[src/rtl/brownout_ctrl_if.sv]
// ----------------------------------------------------------------------------
// brownout_ctrl_if
//   Bundles the signals between brownout_ctrl, its software control and the
//   analog brownout detector.
//
//   slave  modport : the controller (brownout_ctrl)
//   master modport : whoever drives the controller (software regs + detector)
//
//   Software side : en, cfg_otrip, cfg_vtrip, cfg_wr, irq_clr, cnt_clr (in)
//                   state, evt_cnt, irq, vunder_flag, sys_rst (out)
//   Detector side : bo_out, bo_vunder (in, asynchronous)
//                   bo_ena, bo_otrip, bo_vtrip (out)
// ----------------------------------------------------------------------------
interface brownout_ctrl_if #(
   parameter int CNT_W = 8
);
   logic             en;
   logic [2:0]       cfg_otrip;
   logic [2:0]       cfg_vtrip;
   logic             cfg_wr;
   logic             irq_clr;
   logic             cnt_clr;
   logic             bo_out;
   logic             bo_vunder;
   logic             bo_ena;
   logic [2:0]       bo_otrip;
   logic [2:0]       bo_vtrip;
   logic             sys_rst;
   logic [2:0]       state;
   logic [CNT_W-1:0] evt_cnt;
   logic             irq;
   logic             vunder_flag;

   modport slave (
      input  en, cfg_otrip, cfg_vtrip, cfg_wr, irq_clr, cnt_clr, bo_out, bo_vunder,
      output bo_ena, bo_otrip, bo_vtrip, sys_rst, state, evt_cnt, irq, vunder_flag
   );

   modport master (
      output en, cfg_otrip, cfg_vtrip, cfg_wr, irq_clr, cnt_clr, bo_out, bo_vunder,
      input  bo_ena, bo_otrip, bo_vtrip, sys_rst, state, evt_cnt, irq, vunder_flag
   );
endinterface

[src/rtl/brownout_ctrl.sv]
// ----------------------------------------------------------------------------
// brownout_ctrl
//   Digital controller for the brownout detector (dvdd side). Sequences the
//   detector enable and settling time, glitch-filters the brownout output,
//   holds a system reset request after the supply recovers, counts brownout
//   events (saturating) and raises a sticky interrupt.
//
//   Ports:
//     clk  - dvdd clock
//     rst  - asynchronous, active-high reset
//     bus  - brownout_ctrl_if.slave (software control/status + detector I/O)
//
//   Optional feature macro: BROWNOUT_CTRL_VUNDER_EN
//     Defined   : bo_vunder is synchronized and filtered into a sticky
//                 vunder_flag (cleared by irq_clr); its rising edge also
//                 sets irq.
//     Undefined : bo_vunder is ignored and vunder_flag is tied to 0.
//
//   State codes: OFF=0, SETTLE=1, MONITOR=2, BROWNOUT=3, HOLD=4.
// ----------------------------------------------------------------------------
module brownout_ctrl #(
   parameter int SETTLE_CYCLES = 1000,
   parameter int FILT_CYCLES   = 4,
   parameter int HOLD_CYCLES   = 256,
   parameter int CNT_W         = 8
) (
   input  logic            clk,
   input  logic            rst,
   brownout_ctrl_if.slave  bus
);

   typedef enum logic [2:0] {
      ST_OFF      = 3'd0,
      ST_SETTLE   = 3'd1,
      ST_MONITOR  = 3'd2,
      ST_BROWNOUT = 3'd3,
      ST_HOLD     = 3'd4
   } state_t;

   localparam int TMR_MAX = (SETTLE_CYCLES > HOLD_CYCLES) ? SETTLE_CYCLES : HOLD_CYCLES;
   localparam int TMR_W   = $clog2(TMR_MAX + 1);
   localparam int FILT_W  = $clog2(FILT_CYCLES + 1);

   localparam logic [TMR_W-1:0]  SETTLE_LD = TMR_W'(SETTLE_CYCLES);
   localparam logic [TMR_W-1:0]  HOLD_LD   = TMR_W'(HOLD_CYCLES);
   localparam logic [FILT_W-1:0] FILT_LAST = FILT_W'(FILT_CYCLES - 1);

   function automatic logic [CNT_W-1:0] sat_inc(input logic [CNT_W-1:0] v);
      return (&v) ? v : v + CNT_W'(1);
   endfunction

   state_t            state_q;
   logic [TMR_W-1:0]  timer_q;
   logic [FILT_W-1:0] filt_q;
   logic              bo_ena_q;
   logic              sys_rst_q;
   logic [2:0]        otrip_q;
   logic [2:0]        vtrip_q;
   logic [CNT_W-1:0]  evt_q;
   logic              irq_q;
   logic              bo_fire;
   logic              vun_irq;

   // ---- synchronizer stage: bo_out -> out_p0 -> out_s ----
   logic out_p0;
   logic out_s;

   always_ff @(posedge clk or posedge rst) begin
      if (rst) begin
         out_p0 <= 1'b0;
         out_s  <= 1'b0;
      end else begin
         out_p0 <= bus.bo_out;
         out_s  <= out_p0;
      end
   end

   // A brownout is declared on the edge where the filter completes. A config
   // write in the same cycle wins: the detector is being retrimmed, so its
   // output is not trusted until it has settled again.
   assign bo_fire = bus.en && !bus.cfg_wr && (state_q == ST_MONITOR) &&
                    out_s && (filt_q == FILT_LAST);

   // ---- control FSM ----
   always_ff @(posedge clk or posedge rst) begin
      if (rst) begin
         state_q   <= ST_OFF;
         timer_q   <= '0;
         filt_q    <= '0;
         bo_ena_q  <= 1'b0;
         sys_rst_q <= 1'b0;
         otrip_q   <= 3'b111;
         vtrip_q   <= 3'b111;
      end else begin
         if (bus.cfg_wr) begin
            otrip_q <= bus.cfg_otrip;
            vtrip_q <= bus.cfg_vtrip;
         end

         if (!bus.en) begin
            state_q   <= ST_OFF;
            timer_q   <= '0;
            filt_q    <= '0;
            bo_ena_q  <= 1'b0;
            sys_rst_q <= 1'b0;
         end else begin
            case (state_q)
               ST_OFF: begin
                  state_q  <= ST_SETTLE;
                  timer_q  <= SETTLE_LD;
                  bo_ena_q <= 1'b1;
               end

               // Leaves on the edge where the timer would hit 0, so the state
               // is visible for exactly SETTLE_CYCLES cycles.
               ST_SETTLE: begin
                  if (bus.cfg_wr) begin
                     timer_q <= SETTLE_LD;
                  end else if (timer_q < TMR_W'(2)) begin
                     state_q <= ST_MONITOR;
                     timer_q <= '0;
                     filt_q  <= '0;
                  end else begin
                     timer_q <= timer_q - TMR_W'(1);
                  end
               end

               ST_MONITOR: begin
                  if (bus.cfg_wr) begin
                     state_q <= ST_SETTLE;
                     timer_q <= SETTLE_LD;
                     filt_q  <= '0;
                  end else if (bo_fire) begin
                     state_q   <= ST_BROWNOUT;
                     sys_rst_q <= 1'b1;
                     filt_q    <= '0;
                  end else if (out_s) begin
                     filt_q <= filt_q + FILT_W'(1);
                  end else begin
                     filt_q <= '0;
                  end
               end

               ST_BROWNOUT: begin
                  if (!out_s) begin
                     state_q <= ST_HOLD;
                     timer_q <= HOLD_LD;
                  end
               end

               // A relapse during HOLD is the same brownout, not a new event.
               ST_HOLD: begin
                  if (out_s) begin
                     state_q <= ST_BROWNOUT;
                     timer_q <= '0;
                  end else if (timer_q < TMR_W'(2)) begin
                     state_q   <= ST_MONITOR;
                     sys_rst_q <= 1'b0;
                     timer_q   <= '0;
                     filt_q    <= '0;
                  end else begin
                     timer_q <= timer_q - TMR_W'(1);
                  end
               end

               default: begin
                  state_q   <= ST_OFF;
                  timer_q   <= '0;
                  filt_q    <= '0;
                  bo_ena_q  <= 1'b0;
                  sys_rst_q <= 1'b0;
               end
            endcase
         end
      end
   end

   // ---- event counter and sticky interrupt ----
   always_ff @(posedge clk or posedge rst) begin
      if (rst) begin
         evt_q <= '0;
         irq_q <= 1'b0;
      end else begin
         if (bus.cnt_clr) begin
            evt_q <= bo_fire ? CNT_W'(1) : '0;
         end else if (bo_fire) begin
            evt_q <= sat_inc(evt_q);
         end
         irq_q <= bo_fire | vun_irq | (irq_q & ~bus.irq_clr);
      end
   end

`ifdef BROWNOUT_CTRL_VUNDER_EN
   // ---- vunder synchronizer stage and filter ----
   logic              vun_p0;
   logic              vun_s;
   logic [FILT_W-1:0] vfilt_q;
   logic              vflag_q;
   logic              vun_mon;
   logic              vun_fire;

   assign vun_mon  = bus.en && ((state_q == ST_MONITOR) || (state_q == ST_BROWNOUT) ||
                                (state_q == ST_HOLD));
   assign vun_fire = vun_mon && vun_s && (vfilt_q == FILT_LAST);
   assign vun_irq  = vun_fire && !vflag_q;

   always_ff @(posedge clk or posedge rst) begin
      if (rst) begin
         vun_p0  <= 1'b0;
         vun_s   <= 1'b0;
         vfilt_q <= '0;
         vflag_q <= 1'b0;
      end else begin
         vun_p0 <= bus.bo_vunder;
         vun_s  <= vun_p0;
         // Filter saturates at its last count so a steady vunder keeps the
         // flag asserted against irq_clr.
         if (!vun_mon || !vun_s) begin
            vfilt_q <= '0;
         end else if (vfilt_q != FILT_LAST) begin
            vfilt_q <= vfilt_q + FILT_W'(1);
         end
         vflag_q <= vun_fire | (vflag_q & ~bus.irq_clr);
      end
   end

   assign bus.vunder_flag = vflag_q;
`else
   assign vun_irq         = 1'b0;
   assign bus.vunder_flag = 1'b0;
`endif

   assign bus.bo_ena   = bo_ena_q;
   assign bus.bo_otrip = otrip_q;
   assign bus.bo_vtrip = vtrip_q;
   assign bus.sys_rst  = sys_rst_q;
   assign bus.state    = state_q;
   assign bus.evt_cnt  = evt_q;
   assign bus.irq      = irq_q;

endmodule

[src/flat_wrapper.sv]
// flat-port wrapper written by rule: the top's interface ports become plain ports
module brownout_ctrl_flat 
#(
   parameter int SETTLE_CYCLES = 1000,
   parameter int FILT_CYCLES   = 4,
   parameter int HOLD_CYCLES   = 256,
   parameter int CNT_W         = 8
)
  (clk, rst, bus_en, bus_cfg_otrip, bus_cfg_vtrip, bus_cfg_wr, bus_irq_clr, bus_cnt_clr, bus_bo_out, bus_bo_vunder, bus_bo_ena, bus_bo_otrip, bus_bo_vtrip, bus_sys_rst, bus_state, bus_evt_cnt, bus_irq, bus_vunder_flag);
  brownout_ctrl_if #(.CNT_W(CNT_W)) bus_i ();
  input  logic clk;
  input  logic rst;
  input wire logic [$bits(bus_i.en)-1:0] bus_en;
  input wire logic [$bits(bus_i.cfg_otrip)-1:0] bus_cfg_otrip;
  input wire logic [$bits(bus_i.cfg_vtrip)-1:0] bus_cfg_vtrip;
  input wire logic [$bits(bus_i.cfg_wr)-1:0] bus_cfg_wr;
  input wire logic [$bits(bus_i.irq_clr)-1:0] bus_irq_clr;
  input wire logic [$bits(bus_i.cnt_clr)-1:0] bus_cnt_clr;
  input wire logic [$bits(bus_i.bo_out)-1:0] bus_bo_out;
  input wire logic [$bits(bus_i.bo_vunder)-1:0] bus_bo_vunder;
  output wire logic [$bits(bus_i.bo_ena)-1:0] bus_bo_ena;
  output wire logic [$bits(bus_i.bo_otrip)-1:0] bus_bo_otrip;
  output wire logic [$bits(bus_i.bo_vtrip)-1:0] bus_bo_vtrip;
  output wire logic [$bits(bus_i.sys_rst)-1:0] bus_sys_rst;
  output wire logic [$bits(bus_i.state)-1:0] bus_state;
  output wire logic [$bits(bus_i.evt_cnt)-1:0] bus_evt_cnt;
  output wire logic [$bits(bus_i.irq)-1:0] bus_irq;
  output wire logic [$bits(bus_i.vunder_flag)-1:0] bus_vunder_flag;
  assign bus_i.en = bus_en;
  assign bus_i.cfg_otrip = bus_cfg_otrip;
  assign bus_i.cfg_vtrip = bus_cfg_vtrip;
  assign bus_i.cfg_wr = bus_cfg_wr;
  assign bus_i.irq_clr = bus_irq_clr;
  assign bus_i.cnt_clr = bus_cnt_clr;
  assign bus_i.bo_out = bus_bo_out;
  assign bus_i.bo_vunder = bus_bo_vunder;
  assign bus_bo_ena = bus_i.bo_ena;
  assign bus_bo_otrip = bus_i.bo_otrip;
  assign bus_bo_vtrip = bus_i.bo_vtrip;
  assign bus_sys_rst = bus_i.sys_rst;
  assign bus_state = bus_i.state;
  assign bus_evt_cnt = bus_i.evt_cnt;
  assign bus_irq = bus_i.irq;
  assign bus_vunder_flag = bus_i.vunder_flag;
  brownout_ctrl #(.SETTLE_CYCLES(SETTLE_CYCLES), .FILT_CYCLES(FILT_CYCLES), .HOLD_CYCLES(HOLD_CYCLES), .CNT_W(CNT_W)) u_core (.clk(clk), .rst(rst), .bus(bus_i));
endmodule
[config.mk]
export PLATFORM = sky130hd
export DESIGN_NAME = brownout_ctrl_flat
export DESIGN_NICKNAME = d
export VERILOG_FILES = /design/src/rtl/brownout_ctrl_if.sv /design/src/rtl/brownout_ctrl.sv /design/src/flat_wrapper.sv
export SDC_FILE = /design/constraint.sdc
export NUM_CORES = 1
export LEC_CHECK = 0
export BUFFER_PORTS_ARGS = -buffer_cell sky130_fd_sc_hd__buf_2
export CORE_MARGIN = 8
export CORE_UTILIZATION = 60
export CTS_BUF_LIST = sky130_fd_sc_hd__clkbuf_8
export DETAILED_ROUTE_END_ITERATION = 10
export GPL_TIMING_DRIVEN = 1
export PLACE_DENSITY = 0.95
export SETUP_SLACK_MARGIN = 0.05
export SYNTH_ARGS = -nofsm -noshare
export SYNTH_HDL_FRONTEND = slang
export SYNTH_SLANG_ARGS = --single-unit
[constraint.sdc]
create_clock -name clk -period 4.1 [get_ports clk]
set_clock_uncertainty 0.1 [all_clocks]
set_input_delay 0.205 -clock clk [delete_from_list [all_inputs] [get_ports clk]]
set_output_delay 0.205 -clock clk [all_outputs]
set_load 0.01 [all_outputs]
==> results.toml <==
[run_status]
status = "finished, final reports clean"

[final_layout]
drive_gt1_share_pct = 24.8
final_cells = 292
insertedDiodeCount = 0
final_nets = 263
area_growth_pct = 14.2

[placement]
portBuffers = 32
dp_slack_ns = 1.77
place.gp.congestion = 0.887
place_inst = 281
hpwlAfterDp_mm = 3.15

[floorplan]
ios = 35
initial_core_util_pct = 61.6
die_y_um = 74.3
rows = 21
die_area_um2 = 5520
coreArea_um2 = 3310
die_w_um = 74.3

[sta]
min_period_over_period_pct = 59.4
max_freq_mhz = 411
drv_slew = 0
final-hold-violation-count = 0
setup-tns-final_ns = 0
worst_pin_slew_ns = 1.12
layout_setup_ws_ns = 1.67
max_slew_margin_pct = 25.0
rsz0062_at_grt = "false"
setup_viol = 0
final.min_clock_period_ns = 2.43

[drt]
routed_wl_mm = 4.60
via_count = 1841
firstDrtPassIters = 4
drc = 0
wl_per_cell_um = 15.8
avgViaCountPerCell = 6.30
drt-initial-drc-count = 195
ant_nets = 0

[power_and_ir_drop]
ir_drop_mv = 0.251
switchingPower_mw = 0.244
power_leakage_nw = 0.970
clockPowerShare_pct = 33.0
swShare_pct = 30.1
power.density_nw_per_um2 = 349
combPwrFrac_pct = 17.2
power_frac_seq_pct = 49.8
p_int_mw = 0.567

[grt]
grt_max_degree = 36
grt_remaining_overflow = 0
grt_pass1_vias = 1739
grt_pass1_wl_mm = 8.12
grt_antenna_before_repair = 0
grt_use_total_pct = 18.6

[worst_setup_path]
r2r-start = "u_core.bus.state[1]"
end_kind = "flop"
crit_fanout = 19
rr_endpoint = "u_core.timer_q[8]"
timing_worst_setup_path_type = "flop to flop"
required_ns = 4.20
crit_arrival_ns = 2.54
cp-start-kind = "flop"
crit_end = "u_core.timer_q[8]"
rr_worst_depth = 4
rrSetupSlack_ns = 1.67
startpoint = "u_core.bus.state[1]"

[synth]
synth_area_um2 = 2040
syn_nets = 231
ys.flop_type = "dfrtp_1"
yosysTopAreaCellShare_pct = 35.6
synthCells = 213
ys_ff_latch = 35
yosys_warnings = 0
ys_top_cells_by_area = "dfrtp_1 (36%), dfstp_2 (7.7%), mux2_2 (3.3%), a21oi_1 (3.2%), nand2_1 (2.8%)"
ys_seq_area_share_pct = 43.3
yosysTopAreaCell = "dfrtp_1"
synth-edff-count = 0
async_flop_share_pct = 100
synth_area_per_cell_um2 = 9.57
yosysUniqueCellTypes = 53

[clocking]
cts_buffers = 5
cts-root-buf = "clkbuf_8"
worstSkewPairLatency_ns = 0.29
htreeDepth = 2
clock_sinks = 35
path_clk_slew_ns = 0.08
cts_tree = "built"
cts.path.max_buffers = 2
hold_buffers = 3
postCtsResizedCells = 0
cts_setup_buffers = 0

[flow_run]
drv_cap = 0

[worst_hold_path]
worstHoldStart = "bus_cfg_otrip[0]"
hold_depth = 2
hold_path.class = "input pin to flop"
[power by group through the flow]
stage | combinational, mW | sequential (mW) | clock (mW)
2_1_floorplan | 0.108 | 0.400 | 0
3_3_place_gp | 0.130 | 0.407 | 0
5_1_grt | 0.154 | 0.409 | 0.289
4_1_cts | 0.139 | 0.403 | 0.274
3_5_place_dp | 0.135 | 0.409 | 0
6_report | 0.139 | 0.404 | 0.268
[worst max-delay path, stage by stage (launching register included)]
cell      delay [ns]
dfrtp_1         0.75
nand3b_1        0.17
nor3_1          0.93
a22oi_1         0.23
o21ai_1         0.16
[cell usage after synthesis (all sizes together), types with 3 or more instances]
cell,count
a31oi,8
o22ai,6
inv,14
o311ai,3
nand3,8
nor3,6
dfrtp,29
a41oi,3
ha,4
a21oi,14
nand2b,5
dfstp,6
mux2,6
or4,3
o21ai,14
nor4,6
nor2b,3
mux2i,3
or3b,3
clkbuf,3
nor2,11
nand3b,4
buf,8
nand2,15
o221ai,4
nor3b,3
[placed cells by master (no fill, tap or decap), types with 7 or more instances in the layout]
cell	synthesis	final
o21ai_0	10	10
nand3_1	7	7
inv_1	13	13
nand2_1	15	15
dfrtp_1	29	29
nor2_1	11	11
a31oi_1	8	8
a21oi_1	13	13
buf_2	4	32
[metrics by stage]
step                      power (mW)  util, %  hold slack, ns  cell area, um^2
after floorplan                0.508        -           0.136             2040
after detailed placement       0.544     66.4           0.222             2200
after CTS                      0.816     70.3          0.0350             2330
after global placement         0.537     66.4           0.214             2200
final                          0.811     70.3          0.0419             2330
after global routing           0.852     70.3          0.0408             2330
[worst min-delay path by stage]
| stage | end | slack, ns |
|---|---|---|
| after global routing | u_core.bus.bo_vtrip[0] | 0.04 |
| after global placement | u_core.out_p0 | 0.21 |
| after floorplan | u_core.out_p0 | 0.14 |
| after detailed placement | u_core.out_p0 | 0.22 |
| final | u_core.bus.bo_otrip[0] | 0.04 |
| after CTS | u_core.bus.bo_otrip[0] | 0.03 |
[final cells by class]
class,instances,area [um^2]
repair buffers,36,198
well taps,46,57.6
flip-flops and latches,35,883
inverters,14,52.6
multi-input cells,153,1040
clock inverters,2,16.3
fillers,258,983
clock buffers,6,82.6
[layer usage]
metal | up-vias | global-route usage (%) | wire length [um]
met5 | - | 0 | 0
met4 | 0 | 5.22 | 38
met3 | 5 | 5.26 | 315
met2 | 56 | 30.4 | 2210
met1 | 910 | 23.3 | 2040
li1 | 870 | - | -
[sequential cells by signal (all words and copies together), names as in the netlist]
register / cells
u_core.timer_q: 10
u_core.bus.bo_otrip: 3
u_core.out_p0: 1
u_core.bus.state: 3
u_core.bus.irq: 1
u_core.out_s: 1
u_core.filt_q: 3
u_core.bus.bo_vtrip: 3
u_core.bus.sys_rst: 1
u_core.bus.evt_cnt: 8
u_core.bus.bo_ena: 1
[cells by family after synthesis]
family / count (synthesis) / share of synthesized area [%]
AOI/OAI and AO/OA: 66 / 22.0
adders and majority gates: 4 / 2.46
buffers and inverters: 25 / 5.77
DFF: 35 / 43.3
muxes: 9 / 4.79
other: 1 / 0.184
and+or+nand+nor: 73 / 21.5
No activity file was read; power rests on OpenSTA's default activity.
